`config.mk`:
```
export PLATFORM = sky130hd
export DESIGN_NAME = nibble_serial_adder_ctrl
export DESIGN_NICKNAME = d
export VERILOG_FILES = /design/src/rtl/nibble_serial_adder_ctrl.sv
export SDC_FILE = /design/constraint.sdc
export NUM_CORES = 1
export LEC_CHECK = 0
export CAP_MARGIN = 25
export CORE_ASPECT_RATIO = 0.6
export CORE_UTILIZATION = 45
export CTS_BUF_LIST = sky130_fd_sc_hd__clkbuf_16
export DETAILED_ROUTE_END_ITERATION = 10
export GPL_TIMING_DRIVEN = 0
export PLACE_DENSITY = 0.72
export SLEW_MARGIN = 20
export SYNTH_ARGS = -nofsm -noshare
export SYNTH_HDL_FRONTEND = slang
export SYNTH_SLANG_ARGS = --single-unit
```
`constraint.sdc`:
```
create_clock -name clk -period 2.68 [get_ports clk]
set_clock_uncertainty 0.05 [all_clocks]
set_input_delay 0.536 -clock clk [delete_from_list [all_inputs] [get_ports clk]]
set_output_delay 0.536 -clock clk [all_outputs]
set_load 0.02 [all_outputs]
```
`src/rtl/nibble_serial_adder_ctrl.sv`:
```
// nibble_serial_adder_ctrl
// Adds two WIDTH-bit operands one nibble per clock, least-significant
// nibble first, by driving an external combinational 4-bit adder stage.
// The inter-nibble carry is registered here; the assembled sum, final
// carry and signed overflow are presented on a valid/ready output.
module nibble_serial_adder_ctrl #(
  parameter  int WIDTH   = 16,
  localparam int NIBBLES = WIDTH / 4,
  localparam int IDX_W   = (NIBBLES > 1) ? $clog2(NIBBLES) : 1
) (
  input  logic             clk,
  input  logic             rst,
  // operand side
  input  logic             in_valid,
  output logic             in_ready,
  input  logic [WIDTH-1:0] in_a,
  input  logic [WIDTH-1:0] in_b,
  input  logic             in_cin,
  // external 4-bit adder stage
  output logic [3:0]       add_a,
  output logic [3:0]       add_b,
  output logic             add_cin,
  input  logic [3:0]       add_sum,
  input  logic             add_cout,
  // result side
  output logic             out_valid,
  input  logic             out_ready,
  output logic [WIDTH-1:0] out_sum,
  output logic             out_cout,
  output logic             out_ovf,
  output logic             busy
);

  localparam logic [1:0] S_IDLE = 2'd0;
  localparam logic [1:0] S_RUN  = 2'd1;
  localparam logic [1:0] S_DONE = 2'd2;

  logic [1:0]       state;
  logic [IDX_W-1:0] idx;
  logic             carry_reg;
  logic [WIDTH-1:0] a_reg;
  logic [WIDTH-1:0] b_reg;
  logic [WIDTH-1:0] sum_reg;
  logic [WIDTH-1:0] sum_next;
  logic             last_nib;
  logic             ovf_next;

  // Selects nibble n of a WIDTH-bit vector.
  function automatic logic [3:0] nib_of(input logic [WIDTH-1:0] vec, input int n);
    return vec[n*4 +: 4];
  endfunction

  // Two's-complement overflow: like-signed operands yielding a result of
  // the opposite sign. Evaluated on signed views of the MSBs.
  function automatic logic signed_ovf(input logic signed [WIDTH-1:0] a,
                                      input logic signed [WIDTH-1:0] b,
                                      input logic signed [WIDTH-1:0] s);
    return ((a < 0) == (b < 0)) && ((s < 0) != (a < 0));
  endfunction

  assign last_nib  = (idx == IDX_W'(NIBBLES - 1));
  assign in_ready  = (state == S_IDLE) && !rst;
  assign out_valid = (state == S_DONE);
  assign busy      = (state == S_RUN) || (state == S_DONE);
  assign ovf_next  = signed_ovf(a_reg, b_reg, sum_next);

  // Present the current nibble pair and carry to the adder stage; quiet otherwise.
  always_comb begin
    add_a   = 4'h0;
    add_b   = 4'h0;
    add_cin = 1'b0;
    if (state == S_RUN) begin
      add_a   = nib_of(a_reg, int'(idx));
      add_b   = nib_of(b_reg, int'(idx));
      add_cin = carry_reg;
    end
  end

  // Partial sum with the adder stage's current nibble merged in, so the
  // final nibble is included when the result registers load.
  always_comb begin
    sum_next = sum_reg;
    sum_next[int'(idx)*4 +: 4] = add_sum;
  end

  // Sequencer: IDLE -> RUN (one nibble per cycle) -> DONE -> IDLE on handshake.
  always_ff @(posedge clk or posedge rst) begin
    if (rst) begin
      state <= S_IDLE;
      idx   <= '0;
    end else begin
      case (state)
        S_IDLE: begin
          if (in_valid && in_ready) begin
            state <= S_RUN;
            idx   <= '0;
          end
        end
        S_RUN: begin
          if (last_nib) begin
            state <= S_DONE;
            idx   <= '0;
          end else begin
            idx <= idx + IDX_W'(1);
          end
        end
        S_DONE: begin
          if (out_ready) state <= S_IDLE;
        end
        default: state <= S_IDLE;
      endcase
    end
  end

  // Operand capture, carry chain and partial-sum assembly.
  always_ff @(posedge clk or posedge rst) begin
    if (rst) begin
      a_reg     <= '0;
      b_reg     <= '0;
      carry_reg <= 1'b0;
      sum_reg   <= '0;
    end else begin
      if (state == S_IDLE && in_valid && in_ready) begin
        a_reg     <= in_a;
        b_reg     <= in_b;
        carry_reg <= in_cin;
        sum_reg   <= '0;
      end else if (state == S_RUN) begin
        sum_reg   <= sum_next;
        carry_reg <= add_cout;
      end
    end
  end

  // Result registers load once, on the final nibble, and hold until the next load.
  always_ff @(posedge clk or posedge rst) begin
    if (rst) begin
      out_sum  <= '0;
      out_cout <= 1'b0;
      out_ovf  <= 1'b0;
    end else if (state == S_RUN && last_nib) begin
      out_sum  <= sum_next;
      out_cout <= add_cout;
      out_ovf  <= ovf_next;
    end
  end

endmodule

```
==> metrics.yaml, run 1 <==
ant_nets: 0
synth_fp_nets: 342
io_pins: 72
setup_viol: 0
vias: 2621
portBuffers: 68
crit_chain: "inv_1 > ha_1 > nor2b_1 > clkdlybuf4s50_1"
whs_ps: 433
nNetsFinal: 425
flow.area_growth_from_synthesis_pct: 33.8
hold_viol: 0
post-place-ws_ps: 37.2
cts_tree: "built"
fin_tns_setup_ps: 0
cp_slowest_stage_delay_ps: 620
hp-start: "out_sum[5]$_DFFE_PP0P_"
max_freq_mhz: 396
die-area_sq_um: 7960
cap_violations: 0
grt_max_degree: 33
remaining_drc_errors: 0
hold_path.class: "reg2reg"
critPathKind: "reg2out"
track_usage_pct: 22.4
post_synth_num_cell_types: 36
syn_area_sq_um: 3420
initial_core_util_pct: 46.9
maxSlewHeadroom_pct: 68.4
clock_sinks: 71
layout_common_cells: "70 x dfrtp_1, 59 x clkdlybuf4s50_1, 34 x mux2_2"
clkTransAtPathRegs_ps: 60
place_congestion: 0.782
rows: 24
ctsHoldBuffers: 0
period_minus_slack_ps: 2520
status: "completed"
wl_microns: 8140
synthTopCellsByArea: "dfrtp_1 52%, mux2_2 11%, a32oi_1 4.1%, mux4_2 4.0%, ha_1 3.7%"
cts_root_buf: "clkbuf_16"
syn_inst: 290
yosys_warnings: 0
slowest_stage: "clkdlybuf4s50_1"
slew_viol_final: 0
worst_pin_slew_ps: 471
worst_setup_path_start_kind: "register"
cp_max_fo: 6
period_share_pct: 94.1
synth_top_area_share_pct: 52.0
clk_path_buf_depth: 2
cp.required_ps: 2090
die_height_microns: 69.5
drive_gt1_share_pct: 20.6
via_per_inst: 5.44
grt_pass1_vias: 2611
dp_hpwl_microns: 5910
p_leak_nw: 2.00
layout_commonest_cell: "dfrtp_1"
grt_pass1_wl_microns: 13300
ys_ff_latch: 71
power_per_cell_area_nw_per_um2: 1140
grt.overflow.total: 0
fin_ws_ps: 158
cts-buffers-inserted: 9
worstPathArrival_ps: 1940
htree_levels: 3
clock_latency_ps: 330
wl_per_cell_microns: 16.9
grt_setup_unrepaired: "false"
rr_startpoint: "idx[0]$_DFFE_PP0P_"
core_sq_um: 7300
dieWidth_microns: 115
ir_worst_vdd_mv: 0.585
n_antenna_cell: 0
drtPass1Iterations: 5
crit_start: "state[0]$_DFFE_PP0P_"
fillers: 611
end_kind: "output port"
first_iter_violations: 235
synth.avg_cell_area_sq_um: 11.8
antenna_found_initial: 0
seq_area_frac_synth_pct: 52.0
yosys.area.top_type: "dfrtp_1"
report_power, final:
group	internal, mW	total (mW)	switching, mW	leakage, nW
registers	1.54	1.79	0.248	0.881
clock network	0.625	1.09	0.462	0.130
logic	1.17	2.36	1.19	0.986
total	3.33	5.23	1.90	2.00
path summary, 6_finish.rpt:
path | end | slack, ps | depth (start not counted)
worst max-delay path | in_ready | 160 | 4
worst min-delay path | out_sum[5]$_DFFE_PP0P_ | 430 | 2
worst max register to register | sum_reg[5]$_DFFE_PP0P_ | 330 | 7
worst min register to register | out_sum[5]$_DFFE_PP0P_ | 430 | 2
max in group asynchronous | out_sum[10]$_DFFE_PP0P_ | 1390 | 4
min in group asynchronous | a_reg[3]$_DFFE_PP0P_ | 530 | 2
metrics by stage:
step	std cells	instance area (sq um)	power, mW	util [%]
floorplan	290	3420	3.27	-
global placement	462	4230	4.06	58.0
detailed placement	464	4270	4.15	58.6
CTS	482	4570	5.26	62.6
global route	482	4580	5.55	62.7
finish	482	4580	5.23	62.7
metal layers:
metal  GRT usage (%)  vias to the layer above  part of all wire [%]
met1            33.9                     1315                    50
met4            7.36                        0                   1.0
met5               0                        -                     0
li1                -                     1219                     -
met3            6.12                        7                   5.7
met2            30.9                       80                    43
cell families after synthesis:
kind of cell	synth area share, %
adders and majority gates	3.66
muxes	17.6
AOI/OAI and AO/OA	10.3
DFF	52.0
and+or+nand+nor	12.4
buffers and inverters	4.06
synth_stat cells, drive strengths merged:
| library cell | count |
|---|---|
| nor2 | 7 |
| nand2 | 33 |
| a222oi | 1 |
| and3 | 1 |
| nand3b | 1 |
| buf | 10 |
| nand2b | 1 |
| nor4bb | 2 |
| clkinv | 1 |
| a22oi | 1 |
| mux2i | 2 |
| clkbuf | 10 |
| o21ai | 16 |
| inv | 10 |
| a32oi | 16 |
| a32o | 2 |
| a211o | 1 |
| nand4 | 12 |
| nand3 | 2 |
| mux4 | 8 |
| dfrtp | 71 |
| ha | 10 |
| nor2b | 7 |
| nor3b | 2 |
| a21oi | 17 |
| mux2 | 35 |
| and3b | 1 |
| and2 | 10 |
area by class of cell:
cell class / count / area (sq um) / share of cell area [%]
Sequential cell: 71 / 1780 / 38.9
Multi-Input combinational cell: 188 / 1500 / 32.9
Timing Repair Buffer: 73 / 743 / 16.2
Clock buffer: 9 / 225 / 4.92
Tap cell: 104 / 130 / 2.84
Buffer: 19 / 104 / 2.27
Clock inverter: 7 / 46.3 / 1.01
Inverter: 11 / 45.0 / 0.984
worst max-delay path: cells and delay by family, from the launching register on:
family / cells / cell delay [ps]
and+or+nand+nor: 1 / 170
buffers and inverters: 2 / 740
DFF: 1 / 390
adders and majority gates: 1 / 290
repair_timing:
action                     in CTS  in global routing
gates resized for setup        11                  3
setup buffers                   3                  0
setup endpoints to repair       9                  3
Note: power is estimated with default switching activity, not from simulation.
==> run 2: changes to the inputs <==
- ABC_AREA: not set -> 1
==> run 2 against run 1 <==
Effect of this change:
- the run now ends with design-rule violations left
- global-route usage increased by 1.7 points
- worst hold slack got worse by 2.9 ps
- via count is 16% higher
- sequential power is essentially flat
- sequential share of layout area is essentially flat
- utilization increased by 0.17 points
- register-to-register slack improved by 330 ps
- critical path type unchanged
==> metrics.yaml, run 2 <==
final_core_util_pct: 62.9
period_minus_slack_ps: 2510
fin_area_sq_um: 4570
cp_slowest_stage_delay_ps: 600
cts-buffers-inserted: 9
place_congestion: 0.821
first_iter_violations: 334
ff_latch_area_sq_um: 1780
synthTopCellsByArea: "dfrtp_1 53%, nand2_1 19%, o21ai_0 4.4%, inv_1 3.9%, ha_1 3.7%"
fin_ws_ps: 165
htree_levels: 3
synthArstFlopShare_pct: 100
hp-start: "out_sum[0]$_DFFE_PP0P_"
syn_inst: 423
period_share_pct: 93.8
grt_pass1_vias: 3034
layout_common_cells: "170 x nand2_1, 71 x dfrtp_1, 63 x clkdlybuf4s50_1"
status: "finished, violations left"
seq_power_share_pct: 33.8
worst_setup_path_start_kind: "register"
crit_start: "state[1]$_DFFE_PP0P_"
grt_pass1_wl_microns: 14600
slew_viol_final: 0
crit_top_cell: "inv_1"
yosys.area.top_type: "dfrtp_1"
seq_area_frac_synth_pct: 52.6
worst_pin_slew_ps: 451
initial_core_util_pct: 46.5
layout_commonest_cell: "nand2_1"
crit_chain: "inv_1 > ha_1 > inv_1 > nor2_1 > clkdlybuf4s50_1"
slowest_stage: "clkdlybuf4s50_1"
clkPwrFrac_pct: 23.5
core_sq_um: 7270
synth-edff-count: 0
post-place-ws_ps: 127
multi_input_area_sq_um: 1360
setup_viol: 0
io_pins: 72
die-area_sq_um: 7870
drtPass1Iterations: 7
post_cts_buffers: 0
violations: "design-rule violations"
maxSlewHeadroom_pct: 69.9
end_kind: "output port"
cap_violations: 0
via_per_inst: 4.94
die_height_microns: 69.1
path_delay_family: "buffers and inverters"
portBuffers: 71
wl_per_cell_microns: 14.2
syn_area_sq_um: 3380
synth_common_cells: "170 x nand2_1, 71 x dfrtp_1, 35 x inv_1, 30 x o21ai_0, 23 x nor2_1"
fin_cells: 616
dpl_cell_area_sq_um: 4260
nNetsFinal: 559
post_synth_num_cell_types: 20
cts_root_buf: "clkbuf_16"
p_leak_nw: 2.21
dieWidth_microns: 114
whs_ps: 430
ant_nets: 0
synth_most_common_cell: "nand2_1"
place_inst: 600
hold_path.class: "reg2reg"
clock_latency_ps: 320
wl_microns: 8730
switching_share_pct: 39.4
remaining_drc_errors: 2
cts_tree: "built"
combPwrFrac_pct: 42.7
finalPower_mw: 5.31
max_freq_mhz: 398
ir_worst_vdd_mv: 0.446
path_buf_inv: 3
critPathKind: "reg2out"
ys_ff_latch: 71
power_per_cell_area_nw_per_um2: 1160
hold_viol: 0
fillers: 635
n_antenna_cell: 0
fin_tns_setup_ps: 0
yosys_most_used_dff: "dfrtp_1"
clock_sinks: 71
grt_setup_unrepaired: "false"
track_usage_pct: 24.1
cp_max_fo: 5
grt_max_degree: 34
switchingPower_mw: 2.09
clkTransAtPathRegs_ps: 50
rr_startpoint: "idx[0]$_DFFE_PP0P_"
vias: 3040
clk_path_buf_depth: 2
grt.overflow.total: 0
yosys_warnings: 0
intPower_mw: 3.22
synth.avg_cell_area_sq_um: 7.98
cp.required_ps: 2090
drive_gt1_share_pct: 7.23
worstPathArrival_ps: 1930
flow.area_growth_from_synthesis_pct: 35.3
antenna_found_initial: 0
dp_hpwl_microns: 6430
rows: 24
synth_top_area_share_pct: 52.6
synth_fp_nets: 475
-- run 2: cell count changes in the layout (fill, tap and decap cells not counted), moves of 6 or more --
cell,previous run,this run
nor2_1,7,23
o21ai_0,16,30
o211ai_1,0,7
and2_1,10,0
inv_1,8,34
nand3_1,2,9
nor2b_1,7,0
nand2_1,33,170
o22ai_1,0,10
nand4_1,12,1
o21ai_1,0,13
mux2_2,34,0
mux4_2,6,0
a32oi_1,16,0
-- run 2: final timing paths --
path	end	slack, ps	depth (start not counted)
setup / recovery	in_ready	170	5
hold / removal	out_sum[0]$_DFFE_PP0P_	430	2
setup reg to reg	sum_reg[11]$_DFFE_PP0P_	660	8
hold reg to reg	out_sum[0]$_DFFE_PP0P_	430	2
max in group asynchronous	b_reg[11]$_DFFE_PP0P_	1590	3
min in group asynchronous	a_reg[6]$_DFFE_PP0P_	510	2
-- run 2: final cells by class --
cell class | instances | share of cell area [%]
plain buffers | 17 | 2.08
clock buffers | 9 | 4.93
clock inverters | 7 | 1.92
inverters | 40 | 3.37
multi-input cells | 295 | 29.8
flip-flops and latches | 71 | 38.9
well taps | 104 | 2.85
repair buffers | 73 | 16.2
-- run 2: timing repair --
| action | 4_1_cts | 5_1_grt |
|---|---|---|
| resized for setup | 10 | 0 |
| endpoints found under the setup margin | 8 | 0 |
| hold buffers | 0 | 0 |
-- run 2: kinds of logic (layout without fill, tap and decap cells) --
logic type                 count (synthesis)  after routing  share of synthesized area, %
and+or+nand+nor                          206            206                          23.9
AOI/OAI and AO/OA                         79             79                          12.6
DFF                                       71             71                          52.6
buffers and inverters                     57            146                          7.19
adders and majority gates                 10             10                          3.71
-- run 2: metal layers --
layer | track usage, % | part of all wire, % | wire [microns] | up-vias
met1 | 35.7 | 51 | 4420 | 1417
met4 | 7.36 | 0.16 | 14 | 0
met2 | 33.8 | 42 | 3670 | 111
met5 | 0 | 0 | 0 | -
li1 | - | - | - | 1510
met3 | 7.12 | 7.2 | 629 | 2
-- run 2: worst reg2reg max path: stages (launching register included) --
cell and delay [ps]:
dfrtp_1 490, inv_1 110, buf_4 200, ha_1 260, inv_1 230, nand4_1 230
o22ai_1 240, nand2_1 90, nand2_1 80
-- run 2: power by group through the flow --
| stage | registers (mW) | clock network (mW) | logic (mW) |
|---|---|---|---|
| finish | 1.79 | 1.25 | 2.27 |
| CTS | 1.79 | 1.25 | 2.27 |
| global placement | 1.78 | 0 | 2.21 |
| detailed placement | 1.80 | 0 | 2.28 |
| global route | 1.85 | 1.32 | 2.52 |
| floorplan | 1.90 | 0 | 1.26 |
